## config.mk

```make
export PLATFORM = sky130hd
export DESIGN_NAME = priority_encoder_seq
export DESIGN_NICKNAME = d
export VERILOG_FILES = /design/src/rtl/priority_encoder_seq.sv
export SDC_FILE = /design/constraint.sdc
export NUM_CORES = 1
export LEC_CHECK = 0
export CAP_MARGIN = 20
export CORE_ASPECT_RATIO = 1.5
export CORE_MARGIN = 4
export CORE_UTILIZATION = 35
export DETAILED_ROUTE_END_ITERATION = 8
export PLACE_DENSITY = 0.69
export SLEW_MARGIN = 20
export SYNTH_ARGS = -nofsm -noshare
export SYNTH_HDL_FRONTEND = slang
export SYNTH_SLANG_ARGS = --single-unit
```

## constraint.sdc

```tcl
create_clock -name clk -period 11.3 [get_ports clk]
set_input_delay 3.39 -clock clk [delete_from_list [all_inputs] [get_ports clk]]
set_output_delay 3.39 -clock clk [all_outputs]
set_load 0.02 [all_outputs]
```

## src/rtl/priority_encoder_seq.sv

```systemverilog
// Sequential 16-to-4 priority encoder: sticky pending register, lowest index offered
// over a valid/ready handshake and retired on acceptance, plus a saturating merge counter.
module priority_encoder_seq #(
    parameter int N_IN   = 16,
    parameter int CODE_W = $clog2(N_IN),
    parameter int CNT_W  = 8
) (
    input  logic              clk,
    input  logic              rst_n,
    input  logic              enable,
    input  logic [N_IN-1:0]   req_in,
    output logic [CODE_W-1:0] code_out,
    output logic              code_valid,
    input  logic              code_ready,
    output logic [N_IN-1:0]   pending_out,
    output logic [CNT_W-1:0]  merge_cnt,
    input  logic              merge_clr
);

    localparam logic [0:0] IDLE  = 1'b0;
    localparam logic [0:0] OFFER = 1'b1;

    // Wide enough to hold the counter plus a full-width popcount without overflow.
    localparam int               SUM_W   = CNT_W + CODE_W + 1;
    localparam logic [SUM_W-1:0] CNT_MAX = SUM_W'({CNT_W{1'b1}});

    logic [0:0]       state;
    logic             accept;
    logic [N_IN-1:0]  accept_mask;
    logic [N_IN-1:0]  remaining;
    logic [N_IN-1:0]  capture;
    logic [N_IN-1:0]  pending_next;
    logic [SUM_W-1:0] merge_hits;
    logic [SUM_W-1:0] merge_sum;

    function automatic logic [CODE_W-1:0] lowest_index(input logic [N_IN-1:0] v);
        lowest_index = '0;
        for (int i = N_IN - 1; i >= 0; i--) begin
            if (v[i]) begin
                lowest_index = CODE_W'(i);
            end
        end
    endfunction

    assign code_valid = (state == OFFER);

    // Accepted bit is cleared before capture is ORed in, so a same-cycle re-request wins.
    always_comb begin
        accept       = (state == OFFER) && code_ready;
        accept_mask  = accept ? (N_IN'(1) << code_out) : '0;
        remaining    = pending_out & ~accept_mask;
        capture      = enable ? req_in : '0;
        pending_next = remaining | capture;
        merge_hits   = '0;
        for (int i = 0; i < N_IN; i++) begin
            merge_hits = merge_hits + SUM_W'(capture[i] & remaining[i]);
        end
        merge_sum = SUM_W'(merge_cnt) + merge_hits;
    end

    always_ff @(posedge clk or negedge rst_n) begin
        if (!rst_n) begin
            state       <= IDLE;
            code_out    <= '0;
            pending_out <= '0;
            merge_cnt   <= '0;
        end else begin
            pending_out <= pending_next;

            if (merge_clr) begin
                merge_cnt <= '0;
            end else if (merge_sum > CNT_MAX) begin
                merge_cnt <= '1;
            end else begin
                merge_cnt <= merge_sum[CNT_W-1:0];
            end

            // An un-accepted offer is held; otherwise pick the next index from the
            // registered pending bits (minus any bit retired at this edge).
            if (state == IDLE || accept) begin
                if (enable && remaining != '0) begin
                    state    <= OFFER;
                    code_out <= lowest_index(remaining);
                end else begin
                    state <= IDLE;
                end
            end
        end
    end

endmodule

```

==> impl_metrics.tcl <==
set metrics [dict create \
    hp-start "merge_cnt[7]$_DFF_PN0_" \
    post-cts-setup-buffer-count 0 \
    crit_buf_inv 3 \
    path_delay_family "adder cells" \
    cts_max_level 2 \
    peakVddDrop_mv 0.132 \
    maxCapViolCount 0 \
    clock-root-buffer "clkbuf_8" \
    post_dp_cell_area_mm2 0.00280 \
    antenna_found_initial 0 \
    yosysUniqueCellTypes 53 \
    yosysSeqAreaShare_pct 32.1 \
    maxSlewHeadroom_pct 54.4 \
    status "completed" \
    ys_ff_latch 29 \
    finalSetupViolations 0 \
    synth_area_leaders "dfrtp_1 32%, fa_1 11%, nand2_1 6.1%" \
    drc_errors 0 \
    n_antenna_cell 0 \
    crit_top_cell "fa_1" \
    start_util_pct 36.4 \
    power_mw 0.475 \
    num_rows 35 \
    worst-r2r-setup-slack_ns 5.43 \
    die_y_um 106 \
    postCtsHoldBufs 0 \
    cts.sinks 29 \
    num_io_pins 50 \
    whs_path_depth 2 \
    synth_fa_ha_area_share_pct 15.0 \
    area_growth_pct 27.4 \
    clk_transition_reported_paths_ns 0.06 \
    synth-simple-area-share_pct 23.2 \
    synth_largest_area_cell "dfrtp_1" \
    grt_pass1_vias 2073 \
    crit_type "input port to flip-flop" \
    dp_hpwl_mm 4.84 \
    core_mm2 0.00622 \
    fin_util_pct 46.4 \
    synth_nets 301 \
    hold-path-endpoint "merge_cnt[7]$_DFF_PN0_" \
    nNetsFinal 351 \
    yosys.area.top_type_share_pct 32.1 \
    worstPathRequired_ns 11.45 \
    hold_path_class "flip-flop to flip-flop" \
    timing.fmax_mhz 113 \
    synth_compound_area_share_pct 20.0 \
    drtIter0Drc 110 \
    end_kind "flip-flop" \
    synth_top_family_by_area "simple AND/OR/NAND/NOR gates" \
    cp_slowest_stage_delay_ns 0.60 \
    first_pass_iters 4 \
    rr_worst_depth 18 \
    synth_mux_area_share_pct 1.33 \
    rsz0062_at_grt "false" \
    synthArstFlopShare_pct 100 \
    cts_tree "done" \
    numCtsBuffers 5 \
    grt.total_usage_pct 16.3 \
    clkLatencyLatePin_ns 0.28 \
    cp_max_fo 7 \
    synth-edff-count 0 \
    timing.setup.tns_ns 0 \
    worstMarginPinSlew_ns 0.682 \
    cts_max_path_buffers 2 \
    design_area_mm2 0.00288 \
    critPathArrivalTime_ns 8.96 \
    leakagePower_nw 1.25 \
    grt-ovfl-total 0 \
    wl_per_cell_um 15.6 \
    synth-xor-area-share_pct 1.55 \
    vias 2049 \
    worstReg2RegEnd "merge_cnt[2]$_DFF_PN0_" \
    period_share_pct 78.0 \
    worstReg2RegStart "code_out[0]$_DFFE_PN0P_" \
    hold_violations 0 \
    skew_ns 0.00364 \
    ctsResizeCount 0 \
    dieArea_mm2 0.00784 \
    power.density_mw_per_mm2 165 \
    cpMaxStageDelayCell "clkdlybuf4s50_1" \
    avgSynthCellArea_um2 8.71 \
    fin_crit_ns 8.81 \
    syn-instance-count 260 \
    start_kind "input port" \
    wirelength_mm 6.01 \
    routed_via_density 5.34 \
    grt_max_degree 30 \
    ys.flop_type "dfrtp_1" \
    gp_congestion 0.852 \
    drtAntennaViolNets 0 \
    ys_warn_count 0 \
    path_cells "clkdlybuf4s50_1, nand4bb_1, o21ai_0, nor2_1, fa_1, inv_1, fa_1, fa_1, inv_1, fa_1, fa_1, fa_1, a21o_1, a21oi_1, nor2b_1, o21a_1, nand3_1, a21oi_1" \
    die_x_um 73.7 \
    slew_violations 0 \
    grt_pass1_wl_mm 9.92 \
    netlist_area_mm2 0.00226 \
    io_buffers 49 \
    drive_above_1_share_pct 5.81 \
]
==> cell type report <==
type / instances / area, um2
Fill cell: 633 / 3330
Multi-Input combinational cell: 198 / 1380
Sequential cell: 29 / 726
Timing Repair Buffer: 50 / 498
Inverter: 26 / 97.6
Tap cell: 74 / 92.6
Clock buffer: 7 / 86.3
==> synthesized netlist by cell type, types with 2 or more instances <==
library cell	number
a21o_1	2
a21oi_1	12
a21oi_2	2
a31oi_1	3
buf_6	4
clkbuf_1	2
dfrtp_1	29
fa_1	12
ha_1	8
inv_1	26
mux2i_1	3
nand2_1	37
nand2b_1	2
nand3_1	6
nand3b_1	2
nand4_1	2
nand4b_1	2
nor2_1	27
nor2b_1	4
nor3_1	3
o2111ai_1	2
o211a_1	2
o21a_1	3
o21ai_0	22
o21bai_1	3
o22ai_2	2
or2_2	4
or3_1	5
or3b_1	3
xnor2_1	2
xor2_1	2
==> worst reg2reg max path, stage by stage (launching register included) <==
cell,delay [ns]
dfrtp_1,0.77
nand2b_1,0.37
o21ai_0,0.23
or2_2,0.36
fa_1,0.48
inv_1,0.05
fa_1,0.49
inv_1,0.06
fa_1,0.47
inv_1,0.06
fa_1,0.51
fa_1,0.48
fa_1,0.42
a21o_1,0.19
a21oi_1,0.21
nor2b_1,0.08
o21a_1,0.21
nand3_1,0.19
a21oi_1,0.10
==> cell usage in the layout, fill, tap and decap left out, types with 4 or more instances in the layout <==
cell,netlist,routed
nor2_1,27,27
nand2_1,37,37
o21ai_0,22,22
or3_1,5,5
or2_2,4,4
a21oi_1,12,12
inv_1,26,26
nand3_1,6,6
fa_1,12,12
clkbuf_8,0,6
ha_1,8,8
clkdlybuf4s50_1,0,49
nor2b_1,4,4
dfrtp_1,29,29
==> metal layers <==
metal | track usage (%) | vias to the layer above | part of all wire (%)
li1 | - | 1005 | -
met1 | 18.2 | 983 | 37
met2 | 29.9 | 49 | 56
met3 | 2.84 | 12 | 4.4
met4 | 5.31 | 0 | 1.8
met5 | 0 | - | 0
==> state kept, by name, summed over array words and instances, names as in the netlist <==
signal,count
code_out,4
code_valid,1
merge_cnt,8
pending_out,16
==> worst max path at each step <==
| stage | cells after the start | to | slack [ns] | from |
|---|---|---|---|---|
| 2_1_floorplan | 17 | merge_cnt[0]$_DFF_PN0_ | 3.22 | code_ready |
| 3_3_place_gp | 18 | merge_cnt[0]$_DFF_PN0_ | 2.35 | code_ready |
| 3_5_place_dp | 18 | merge_cnt[2]$_DFF_PN0_ | 2.20 | code_ready |
| 4_1_cts | 18 | merge_cnt[2]$_DFF_PN0_ | 2.48 | code_ready |
| 5_1_grt | 18 | merge_cnt[2]$_DFF_PN0_ | 2.15 | code_ready |
| 6_report | 18 | merge_cnt[2]$_DFF_PN0_ | 2.49 | code_ready |
==> logic make-up after synthesis <==
kind of cell | Yosys count
adder cells (fa/ha/maj) | 20
AND/OR/NAND/NOR | 104
buffers and inverters | 33
flip-flops | 29
AO/OA/AOI/OAI | 67
XOR/XNOR | 4
multiplexers | 3
==> report_power, final <==
| part | total [mW] | internal [mW] | switching [mW] |
|---|---|---|---|
| sequential | 0.142 | 0.119 | 0.0239 |
| combinational | 0.246 | 0.113 | 0.133 |
| clock | 0.0864 | 0.0482 | 0.0382 |
==> stage by stage <==
| step | std cells | setup WS (ns) | hold WS, ns |
|---|---|---|---|
| floorplan | 260 | 3.22 | 0.658 |
| global placement | 377 | 2.35 | 0.578 |
| detailed placement | 377 | 2.20 | 0.608 |
| CTS | 384 | 2.48 | 0.619 |
| global route | 384 | 2.15 | 0.663 |
| finish | 384 | 2.49 | 0.613 |
No activity file was read; power rests on OpenSTA's default activity.
